===== config.mk =====
export PLATFORM = sky130hd
export DESIGN_NAME = countdown_sprite_ctrl
export DESIGN_NICKNAME = d
export VERILOG_FILES = /design/src/rtl/countdown_sprite_ctrl.sv
export SDC_FILE = /design/constraint.sdc
export NUM_CORES = 1
export LEC_CHECK = 0
export ABC_AREA = 0
export BUFFER_PORTS_ARGS = -buffer_cell sky130_fd_sc_hd__clkbuf_2
export CORE_MARGIN = 1.5
export CORE_UTILIZATION = 50
export DETAILED_ROUTE_END_ITERATION = 10
export PLACE_DENSITY = 0.93
export SLEW_MARGIN = 20
export SYNTH_ARGS = -nofsm -noshare
export SYNTH_HDL_FRONTEND = slang
export SYNTH_SLANG_ARGS = --single-unit

===== constraint.sdc =====
create_clock -name Clk -period 3.5 [get_ports Clk]
set_clock_uncertainty 0.05 [all_clocks]
set_input_delay 0 -clock Clk [delete_from_list [all_inputs] [get_ports Clk]]
set_output_delay 0 -clock Clk [all_outputs]
set_load 0.01 [all_outputs]

===== src/rtl/countdown_sprite_ctrl.sv =====
// 3-2-1 countdown overlay: steps a digit sprite once per FRAMES_PER_DIGIT frames
// and emits the opaque sprite pixels. Optional macro COUNTDOWN_BLINK_EN blanks the digit late in each interval.
module countdown_sprite_ctrl #(
  parameter int FRAMES_PER_DIGIT = 60,
  parameter int X0               = 304,
  parameter int Y0               = 228,
  parameter int KEY_COLOR        = 391
) (
  input  logic       Clk,
  input  logic       Reset_n,
  input  logic       frame_tick,
  input  logic       start,
  input  logic       abort,
  input  logic [9:0] DrawX,
  input  logic [9:0] DrawY,
  input  logic [9:0] sprite_px,
  output logic [1:0] digit_sel,
  output logic [4:0] sprite_row,
  output logic [4:0] sprite_col,
  output logic       pixel_valid,
  output logic [9:0] pixel_out,
  output logic       busy,
  output logic       done
);

  // Encoding doubles as the ROM select, so digit_sel comes straight off the state flops.
  typedef enum logic [1:0] {
    IDLE  = 2'd0,
    SHOW1 = 2'd1,
    SHOW2 = 2'd2,
    SHOW3 = 2'd3
  } state_t;

  localparam logic [7:0] RELOAD = 8'(FRAMES_PER_DIGIT - 1);
  localparam logic [9:0] KEY    = 10'(KEY_COLOR);

  state_t     state;
  logic [7:0] cnt;
  logic       in_win;
  logic       show;
  logic       hit;

  assign digit_sel  = state;
  assign busy       = (state != IDLE);
  assign sprite_row = 5'(DrawY - 10'(Y0));
  assign sprite_col = 5'(DrawX - 10'(X0));

  assign in_win = (int'(DrawX) >= X0) && (int'(DrawX) <= X0 + 31) &&
                  (int'(DrawY) >= Y0) && (int'(DrawY) <= Y0 + 23);

`ifdef COUNTDOWN_BLINK_EN
  localparam logic [7:0] BLANK_AT = 8'(FRAMES_PER_DIGIT / 4);
  assign show = (cnt >= BLANK_AT);
`else
  assign show = 1'b1;
`endif

  assign hit = busy && in_win && (sprite_px != KEY) && show;

  always_ff @(posedge Clk or negedge Reset_n) begin
    if (!Reset_n) begin
      state       <= IDLE;
      cnt         <= '0;
      done        <= 1'b0;
      pixel_valid <= 1'b0;
      pixel_out   <= '0;
    end else begin
      done        <= 1'b0;
      pixel_valid <= hit;
      pixel_out   <= hit ? sprite_px : '0;
      if (state == IDLE) begin
        // start takes priority over a same-cycle tick: the fresh load is not decremented.
        if (start) begin
          state <= SHOW3;
          cnt   <= RELOAD;
        end
      end else if (abort) begin
        state <= IDLE;
        cnt   <= '0;
      end else if (frame_tick) begin
        if (cnt != 8'd0) begin
          cnt <= cnt - 8'd1;
        end else begin
          case (state)
            SHOW3:   begin state <= SHOW2; cnt <= RELOAD; end
            SHOW2:   begin state <= SHOW1; cnt <= RELOAD; end
            default: begin state <= IDLE;  done <= 1'b1;  end
          endcase
        end
      end
    end
  end

endmodule


==> flow_summary.yaml, run 1 <==
outcome:
  result_of_the_run: "complete, no violations"
cells_and_area:
  antenna-diode-count: 0
  area.growth.synth_to_final_pct: 33.6
  design.final.nets: 228
  postLayoutCoreUtil_pct: 70.2
  layout.area.seq_um2: 551
  filler_cell_count: 204
  multi_input_comb_area_um2: 638
  final-instance-count-excl-fill: 216
  layout-drive-gt1-share_pct: 33.9
  layout.cells.most_common: "sky130_fd_sc_hd__clkbuf_2"
  commonest_cells_after_routing_fill_and_taps_aside: "sky130_fd_sc_hd__clkbuf_2 (51), sky130_fd_sc_hd__dfrtp_1 (22), sky130_fd_sc_hd__dlygate4sd3_1 (17)"
worst_setup_path:
  cp.required_ns: 3.65
  cp-startpoint: "digit_sel[1]"
  cp.buffers_inverters: 0
  setup.worst_path.start_class: "flip-flop"
  cpPeakStageDelay_ns: 0.73
  crit_path_cell_trace: "nor2_1, a21oi_4, or2_2, o32a_1"
  rr_endpoint: "cnt[3]"
  cp_slowest_cell: "sky130_fd_sc_hd__nor2_1"
  worstPathArrival_ns: 2.55
  reg2reg_depth: 4
  worst-setup-path-type: "reg -> reg"
  timing.rr.start: "digit_sel[1]"
  critPathMaxFanout: 14
  worst-path-stages: 4
  timing.critical_path.max_delay_family: "simple AND/OR/NAND/NOR gates"
  critical_path.endpoint_type: "flip-flop"
  r2r_setup_slack_ns: 1.10
clocking:
  cts.reportedPaths.clkPinSlew_ns: 0.13
  ctsHtreeMaxLevel: 1
  clkLatencyLatePin_ns: 0.31
  tritoncts: "done"
  number_of_buffers_added_by_the_clock_tree_synthesis_step: 3
  clk_root_buffer_cell: "sky130_fd_sc_hd__clkbuf_4"
  cts.repair.resized: 0
  clockBufferDepth: 2
  cts_sink_cnt: 22
logic_synthesis:
  synth_sequential_area_ratio_pct: 42.3
  post_synth_num_cell_types: 43
  syn_area_per_cell_um2: 10.3
  synth_enable_flop_cells: 0
  synth-async-reset-ratio_pct: 100
  yosysWarnings: 0
  post_synth_main_area_contributors: "sky130_fd_sc_hd__dfrtp_1 (42%), sky130_fd_sc_hd__ha_1 (5.8%), sky130_fd_sc_hd__and2_1 (5.3%), sky130_fd_sc_hd__buf_4 (4.6%), sky130_fd_sc_hd__a21oi_1 (3.1%)"
  netlist.area_leader.share_pct: 42.3
  cells_after_synthesis: 126
  cell_area_after_synthesis_um2: 1300
  ys_ff_latch: 22
  synth_fp_nets: 167
  yosys.area.top_type: "sky130_fd_sc_hd__dfrtp_1"
  synth_ff_type: "sky130_fd_sc_hd__dfrtp_1"
timing:
  finalSetupTns_ns: 0
  slew_headroom_pct: 39.1
  hold_violations: 0
  achievable-frequency_ghz: 0.417
  finalMaxSlewViolations: 0
  period_share_pct: 68.6
  report.final.setup_viol: 0
  unrepaired_setup_endpoints_after_global_routing: "false"
  final_period_minus_worst_setup_slack_ns: 2.40
  tightest_slew_ns: 0.910
floorplanning:
  total_die_area_um2: 2920
  floorplan.die.height_um: 54.0
  initial_core_utilization_pct: 52.5
  fp-row-count: 18
  core-area_um2: 2480
  width_of_the_die_um: 54.0
  io_pins: 60
place:
  place.detailed.hpwl_mm: 2.47
  gpl.final_weighted_congestion: 0.874
  io_buffers: 51
  numPlacedInstances: 195
route:
  routedWlPerCell_um: 17.3
  drt-pass1-iter-count: 4
  route.detailed.drc: 0
  route.antenna.remaining_nets: 0
  routed_via_density: 5.72
  vias: 1235
  drt_wl_total_mm: 3.74
  initialDrtViolationCount: 30
power:
  power-per-cell-area_nw_per_um2: 590
  power.leakage_nw: 0.857
  highest_ir_drop_seen_on_vdd_mv: 0.524
global_routing:
  grt_antenna_before_repair: 0
  grt_pass1_vias: 1276
  globalRouteOverflowTotal: 0
  grt_start_max_net_pins: 23
  grt_first_pass_wirelength_mm: 5.78
  groute.usage.overall_pct: 28.1
job:
  max_cap_viol_count: 0
hold_path:
  timing.hold.worst_endpoint: "pixel_valid"
  hold_depth: 4
  worst_hold_path_type: "in -> reg"
  min_from: "DrawX[7]"
==> final cells by class <==
type | count | area share, %
well taps | 30 | 2.16
inverters | 9 | 1.94
clock buffers | 3 | 1.30
multi-input cells | 83 | 36.7
flip-flops and latches | 22 | 31.7
clock inverters | 1 | 1.73
repair buffers | 68 | 24.5
==> report_power, final <==
| group | leakage [nW] | total [mW] | internal, mW | switching [mW] |
|---|---|---|---|---|
| logic | 0.539 | 0.450 | 0.185 | 0.265 |
| registers | 0.291 | 0.378 | 0.305 | 0.0731 |
| clock network | 0.0279 | 0.196 | 0.116 | 0.0806 |
==> worst reg2reg max path: stages (launching register included) <==
cell and delay, ns:
sky130_fd_sc_hd__dfrtp_1 0.47, sky130_fd_sc_hd__nor2_1 0.73, sky130_fd_sc_hd__a21oi_4 0.24, sky130_fd_sc_hd__or2_2 0.43, sky130_fd_sc_hd__o32a_1 0.36
==> metrics by stage <==
| stage | hold WS, ns | power, mW | area, um^2 | worst slack, ns |
|---|---|---|---|---|
| 5_1_grt | 0.00765 | 1.08 | 1740 | 1.02 |
| 2_1_floorplan | -0.346 | 0.696 | 1300 | 1.66 |
| 3_3_place_gp | -0.0518 | 0.779 | 1510 | 1.32 |
| 4_1_cts | 0.0539 | 1.01 | 1730 | 1.19 |
| 3_5_place_dp | -0.0499 | 0.801 | 1510 | 1.21 |
| 6_report | 0.0105 | 1.02 | 1740 | 1.10 |
==> state kept, by name (all words and copies together), names as in the netlist <==
signal and cells:
pixel_out 10, cnt 8, digit_sel 2, done 1
pixel_valid 1
==> synth_stat cells, types with 2 or more instances <==
cell type / number
sky130_fd_sc_hd__o32a_1: 3
sky130_fd_sc_hd__buf_4: 8
sky130_fd_sc_hd__nor4_1: 3
sky130_fd_sc_hd__o31ai_1: 3
sky130_fd_sc_hd__dfrtp_1: 22
sky130_fd_sc_hd__a21oi_1: 8
sky130_fd_sc_hd__ha_1: 6
sky130_fd_sc_hd__nand3_1: 2
sky130_fd_sc_hd__a211oi_1: 2
sky130_fd_sc_hd__and3_1: 2
sky130_fd_sc_hd__a31oi_1: 2
sky130_fd_sc_hd__or4_1: 2
sky130_fd_sc_hd__buf_2: 2
sky130_fd_sc_hd__nor2_1: 6
sky130_fd_sc_hd__and2_1: 11
sky130_fd_sc_hd__a311oi_1: 2
sky130_fd_sc_hd__o21ai_0: 2
sky130_fd_sc_hd__nand2_1: 4
sky130_fd_sc_hd__nand4b_1: 2
sky130_fd_sc_hd__inv_1: 8
sky130_fd_sc_hd__nor3b_1: 2
sky130_fd_sc_hd__nor3_1: 3
==> what timing repair did <==
action,4_1_cts,5_1_grt
hold buffers,17,0
hold endpoints to repair,38,0
buffers inserted,0,0
==> logic make-up (layout without fill, tap and decap cells) <==
family	after synthesis	count (layout)	share of synthesized area (%)
AOI/OAI and AO/OA	29	29	18.1
xor gates and xnor gates	1	1	0.673
adders and majority gates	6	6	5.77
buffers and inverters	21	81	9.13
DFF	22	22	42.3
and+or+nand+nor	47	47	24.0
==> layer usage <==
| metal | track usage, % | share of wire (%) | vias up |
|---|---|---|---|
| met3 | 7.50 | 7.0 | 14 |
| met1 | 30.1 | 39 | 577 |
| met4 | 11.3 | 3.3 | 0 |
| met5 | 0 | 0 | - |
| li1 | - | - | 575 |
| met2 | 51.8 | 50 | 69 |
==> worst max-delay path by stage <==
| stage | endpoint |
|---|---|
| after floorplan | cnt[3] |
| after global placement | cnt[5] |
| after detailed placement | cnt[3] |
| after CTS | cnt[3] |
| after global routing | cnt[3] |
| final | cnt[3] |
No activity file was read; power rests on OpenSTA's default activity.
==> run 2, diff against run 1 <==
--- a/config.mk
+++ b/config.mk
@@ -8,9 +8,9 @@
 export ABC_AREA = 0
 export BUFFER_PORTS_ARGS = -buffer_cell sky130_fd_sc_hd__clkbuf_2
 export CORE_MARGIN = 1.5
-export CORE_UTILIZATION = 50
+export CORE_UTILIZATION = 42
 export DETAILED_ROUTE_END_ITERATION = 10
-export PLACE_DENSITY = 0.93
+export PLACE_DENSITY = 0.84
 export SLEW_MARGIN = 20
 export SYNTH_ARGS = -nofsm -noshare
 export SYNTH_HDL_FRONTEND = slang
==> constraint.sdc (replaced) <==
create_clock -name Clk -period 2.2 [get_ports Clk]
set_clock_uncertainty 0.05 [all_clocks]
set_input_delay 0 -clock Clk [delete_from_list [all_inputs] [get_ports Clk]]
set_output_delay 0 -clock Clk [all_outputs]
set_load 0.01 [all_outputs]
==> run 2 against run 1 <==
  * Sequential cell count unchanged
  * Utilization down 11 points
  * Final cell count grew 3.7%
  * Critical path type unchanged
  * Clock power increased by 58%
  * First-iteration DRC count up 17%
  * Design area rose by 2.0%
  * Largest cell class unchanged
  * Sequential share of layout area decreased by 0.63 points
  * Clock-buffer cell count unchanged
  * Setup slack lost 0.96 ns
  * Worst hold slack gained 0.081 ns
==> flow_summary.yaml, run 2 (same netlist as run 1, synthesis figures left out) <==
hold_path:
  worst_hold_path_type: "in -> reg"
cells_and_area:
  final-instance-count-excl-fill: 224
  layout-drive-gt1-share_pct: 35.1
  layout.cells.most_common: "sky130_fd_sc_hd__clkbuf_2"
  area.growth.synth_to_final_pct: 36.2
  postLayoutCellArea_um2: 1770
  antenna-diode-count: 0
  register_bank_with_the_most_flops: "pixel_out"
  filler_cell_count: 257
  postLayoutCoreUtil_pct: 59.0
  design.final.nets: 233
  commonest_cells_after_routing_fill_and_taps_aside: "sky130_fd_sc_hd__clkbuf_2 (51), sky130_fd_sc_hd__dfrtp_1 (22), sky130_fd_sc_hd__dlygate4sd3_1 (17)"
  number_of_flip_flops_in_the_largest_register: 10
route:
  initialDrtViolationCount: 35
  drt_wl_total_mm: 3.06
  route.detailed.drc: 0
  drt-pass1-iter-count: 4
  vias: 1198
  routedWlPerCell_um: 13.6
  route.antenna.remaining_nets: 0
  routed_via_density: 5.35
global_routing:
  groute.usage.overall_pct: 19.3
  grt_first_pass_wirelength_mm: 5.08
  grt_pass1_vias: 1191
  grt_antenna_before_repair: 0
  grt_start_max_net_pins: 23
  globalRouteOverflowTotal: 0
place:
  io_buffers: 51
  gpl.final_weighted_congestion: 0.882
  setup_slack_placement_ns: 0.193
  place.detailed.hpwl_mm: 2.19
  numPlacedInstances: 203
  placement.cell_area_um2: 1550
clocking:
  hold_bufs_inserted_after_cts: 17
  cts_sink_cnt: 22
  cts.reportedPaths.clkPinSlew_ns: 0.11
  post-cts-setup-buffers: 0
  clockBufferDepth: 2
  clk_root_buffer_cell: "sky130_fd_sc_hd__clkbuf_4"
  cts.repair.resized: 0
  number_of_buffers_added_by_the_clock_tree_synthesis_step: 3
  clkLatencyLatePin_ns: 0.31
  tritoncts: "done"
  ctsHtreeMaxLevel: 1
timing:
  achievable-frequency_ghz: 0.487
  finalMaxSlewViolations: 0
  timing.final.ws_setup_ns: 0.145
  slew_headroom_pct: 64.1
  report.final.setup_viol: 0
  fin_hold_ws_ns: 0.0914
  finalSetupTns_ns: 0
  tightest_slew_ns: 0.539
  final_period_minus_worst_setup_slack_ns: 2.05
  period_share_pct: 93.4
  hold_violations: 0
  unrepaired_setup_endpoints_after_global_routing: "false"
worst_setup_path:
  cp.required_ns: 2.35
  crit_path_cell_trace: "inv_1, ha_1, nor3b_2, and3_1, or2_2, o32a_1"
  critPathMaxFanout: 11
  cpPeakStageDelay_ns: 0.40
  cp.buffers_inverters: 1
  worstPathArrival_ns: 2.21
  worst-setup-path-type: "reg -> reg"
  critical_path.endpoint_type: "flip-flop"
  cp_slowest_cell: "sky130_fd_sc_hd__or2_2"
  setup.worst_path.start_class: "flip-flop"
  timing.critical_path.max_delay_family: "simple AND/OR/NAND/NOR gates"
floorplanning:
  fp-row-count: 20
  initial_core_utilization_pct: 43.3
  width_of_the_die_um: 58.7
  io_pins: 60
  core-area_um2: 3000
  total_die_area_um2: 3440
  floorplan.die.height_um: 58.7
outcome:
  result_of_the_run: "complete, no violations"
power:
  power.leakage_nw: 0.883
  power_mw: 1.63
  power-per-cell-area_nw_per_um2: 921
  highest_ir_drop_seen_on_vdd_mv: 0.408
job:
  max_cap_viol_count: 0
==> run 2: changes by cell type in the layout (fill, tap and decap cells not counted), sizes merged <==
cell	previous run	this run
buf	0	5
==> run 2: worst paths after layout <==
path	to	startpoint	cells past startpoint	slack [ns]
worst min register to register	digit_sel[0]	digit_sel[0]	1	0.54
worst max register to register	cnt[3]	cnt[0]	6	0.15
worst max-delay path	cnt[3]	cnt[0]	6	0.15
worst min-delay path	digit_sel[0]	abort	3	0.09
min in group asynchronous	digit_sel[1]	Reset_n	2	0.13
max in group asynchronous	cnt[3]	Reset_n	2	1.61
==> run 2: layer usage <==
metal | wire, um | vias to the layer above | track usage [%]
met1 | 1260 | 555 | 21.7
met3 | 169 | 8 | 3.74
met4 | 87 | 0 | 9.42
met5 | 0 | - | 0
li1 | - | 584 | -
met2 | 1540 | 51 | 34.7
==> run 2: cell type report <==
type / count / area, um^2 / share of cell area (%)
clock buffers: 3 / 22.5 / 1.27
clock inverters: 1 / 30.0 / 1.69
inverters: 9 / 33.8 / 1.91
multi-input cells: 83 / 632 / 35.6
flip-flops and latches: 22 / 551 / 31.1
well taps: 33 / 41.3 / 2.33
repair buffers: 73 / 463 / 26.1
==> run 2: power breakdown <==
part	total [mW]	internal [mW]	switching (mW)
clock	0.309	0.184	0.125
combinational	0.727	0.326	0.401
sequential	0.596	0.486	0.110
==> run 2: tightest hold or removal path: cells and delay by family <==
| family | cells | cell delay, ns |
|---|---|---|
| AOI/OAI and AO/OA | 2 | 0.22 |
| buffers and inverters | 1 | 0.21 |
==> run 3, diff against run 2 <==
--- a/config.mk
+++ b/config.mk
@@ -7,10 +7,11 @@
 export LEC_CHECK = 0
 export ABC_AREA = 0
 export BUFFER_PORTS_ARGS = -buffer_cell sky130_fd_sc_hd__clkbuf_2
+export CAP_MARGIN = 10
 export CORE_MARGIN = 1.5
 export CORE_UTILIZATION = 42
 export DETAILED_ROUTE_END_ITERATION = 10
-export PLACE_DENSITY = 0.84
+export PLACE_DENSITY_LB_ADDON = 0.1
 export SLEW_MARGIN = 20
 export SYNTH_ARGS = -nofsm -noshare
 export SYNTH_HDL_FRONTEND = slang
==> run 3 against run 2 <==
  * Sequential cell count did not move
  * Wire length barely moved
  * Final cell count is 0.89% lower
  * First-iteration DRC count fell by 20%
  * Die area is the same
  * Setup slack improved by 0.024 ns
  * Sequential share of layout area rose by 0.27 points
  * Register-to-register slack improved by 0.02 ns
  * Utilization fell by 0.50 points
  * Critical path type unchanged
  * Largest power group unchanged
==> flow_summary.yaml, run 3 (same netlist as run 1, synthesis figures left out) <==
timing:
  tightest_slew_ns: 0.588
  hold_violations: 0
  slew_headroom_pct: 60.5
  period_share_pct: 92.3
  final_period_minus_worst_setup_slack_ns: 2.03
  achievable-frequency_ghz: 0.492
  finalMaxSlewViolations: 0
  finalSetupTns_ns: 0
  report.final.setup_viol: 0
  unrepaired_setup_endpoints_after_global_routing: "false"
power:
  power.leakage_nw: 0.873
  power-per-cell-area_nw_per_um2: 919
  highest_ir_drop_seen_on_vdd_mv: 0.356
cells_and_area:
  register_bank_with_the_most_flops: "pixel_out"
  layout.cells.most_common: "sky130_fd_sc_hd__clkbuf_2"
  final-instance-count-excl-fill: 222
  commonest_cells_after_routing_fill_and_taps_aside: "sky130_fd_sc_hd__clkbuf_2 (51), sky130_fd_sc_hd__dfrtp_1 (22), sky130_fd_sc_hd__dlygate4sd3_1 (17)"
  layout-drive-gt1-share_pct: 34.4
  design.final.nets: 231
  area.growth.synth_to_final_pct: 35.1
  multi_input_comb_area_um2: 632
  antenna-diode-count: 0
  number_of_flip_flops_in_the_largest_register: 10
  layout.area.seq_um2: 551
  filler_cell_count: 277
  postLayoutCellArea_um2: 1760
worst_setup_path:
  critical_path.endpoint_type: "flip-flop"
  crit_path_cell_trace: "inv_1, ha_1, nor3b_2, and3_1, or2_2, o32a_1"
  cpPeakStageDelay_ns: 0.40
  setup.worst_path.start_class: "flip-flop"
  cp.required_ns: 2.35
  reg2reg_depth: 6
  r2r_setup_slack_ns: 0.17
  cp.buffers_inverters: 1
  rr_endpoint: "cnt[4]"
  worstPathArrival_ns: 2.19
  worst-setup-path-type: "reg -> reg"
  timing.critical_path.max_delay_family: "simple AND/OR/NAND/NOR gates"
  critPathMaxFanout: 11
  timing.rr.start: "cnt[0]"
  cp_slowest_cell: "sky130_fd_sc_hd__or2_2"
job:
  max_cap_viol_count: 0
global_routing:
  grt_first_pass_wirelength_mm: 4.97
  groute.usage.overall_pct: 18.9
  globalRouteOverflowTotal: 0
  grt_antenna_before_repair: 0
  grt_pass1_vias: 1185
  grt_start_max_net_pins: 23
floorplanning:
  initial_core_utilization_pct: 43.3
  floorplan.die.height_um: 58.7
  io_pins: 60
  total_die_area_um2: 3440
  core-area_um2: 3000
  width_of_the_die_um: 58.7
  fp-row-count: 20
place:
  placement.cell_area_um2: 1540
  numPlacedInstances: 201
  gpl.final_weighted_congestion: 0.819
  place.detailed.hpwl_mm: 2.27
  io_buffers: 51
route:
  routedWlPerCell_um: 13.7
  route.detailed.drc: 0
  vias: 1181
  drt-pass1-iter-count: 2
  route.antenna.remaining_nets: 0
  initialDrtViolationCount: 28
  drt_wl_total_mm: 3.05
  routed_via_density: 5.32
clocking:
  clkLatencyLatePin_ns: 0.30
  cts_sink_cnt: 22
  post-cts-setup-buffers: 0
  number_of_buffers_added_by_the_clock_tree_synthesis_step: 3
  tritoncts: "done"
  cts.reportedPaths.clkPinSlew_ns: 0.13
  clockBufferDepth: 2
  clk_root_buffer_cell: "sky130_fd_sc_hd__clkbuf_4"
  ctsHtreeMaxLevel: 1
hold_path:
  timing.hold.worst_endpoint: "pixel_valid"
  worst_hold_path_type: "in -> reg"
  min_from: "DrawY[9]"
  hold_depth: 5
outcome:
  result_of_the_run: "complete, no violations"
run 3: cell types whose count changed in the layout (fill, tap and decap cells not counted):
cell / previous run / this run
sky130_fd_sc_hd__buf_4: 5 / 3
run 3: worst max-delay path by stage:
stage	start	to	slack [ns]	depth (start not counted)
5_1_grt	cnt[0]	cnt[2]	0.03	6
3_3_place_gp	cnt[0]	cnt[3]	0.24	6
6_report	cnt[0]	cnt[4]	0.17	6
4_1_cts	cnt[0]	cnt[4]	0.16	6
2_1_floorplan	cnt[0]	cnt[3]	0.36	7
3_5_place_dp	cnt[0]	cnt[4]	0.17	6
run 3: cell type report:
type                    instances  share of cell area (%)
clock buffers                   3                    1.28
clock inverters                 1                    1.71
inverters                       9                    1.92
multi-input cells              83                    35.9
flip-flops and latches         22                    31.3
well taps                      33                    2.35
repair buffers                 71                    25.5
run 3: repair_timing:
action | in CTS | in global routing
gates resized for setup | 0 | 0
hold buffers | 17 | 0
endpoints found under the hold margin | 38 | 0
run 3: tightest hold or removal path: stages:
cell and delay (ns):
sky130_fd_sc_hd__clkbuf_2 0.08, sky130_fd_sc_hd__nor4b_1 0.04, sky130_fd_sc_hd__nand3_1 0.07, sky130_fd_sc_hd__nor4_1 0.05
sky130_fd_sc_hd__buf_4 0.15
run 3: report_power, final:
part | internal [mW] | switching (mW)
sequential | 0.486 | 0.111
combinational | 0.315 | 0.393
clock | 0.184 | 0.126
run 3: stage by stage:
step | hold slack (ns) | total power, mW | worst slack, ns | util [%]
finish | 0.0754 | 1.62 | 0.169 | 58.5
global route | 0.0807 | 1.73 | 0.0260 | 58.5
CTS | 0.0686 | 1.63 | 0.159 | 58.5
detailed placement | -0.0499 | 1.29 | 0.168 | 51.1
global placement | -0.0499 | 1.27 | 0.240 | 51.1
floorplan | -0.346 | 1.11 | 0.362 | -
run 3: routing by layer:
metal  vias up  GRT usage [%]  share of wire [%]
met1       570           21.9                 40
met2        32           34.7                 54
li1        577              -                  -
met5         -              0                  0
met4         0           6.82               0.62
met3         2           3.30                4.6
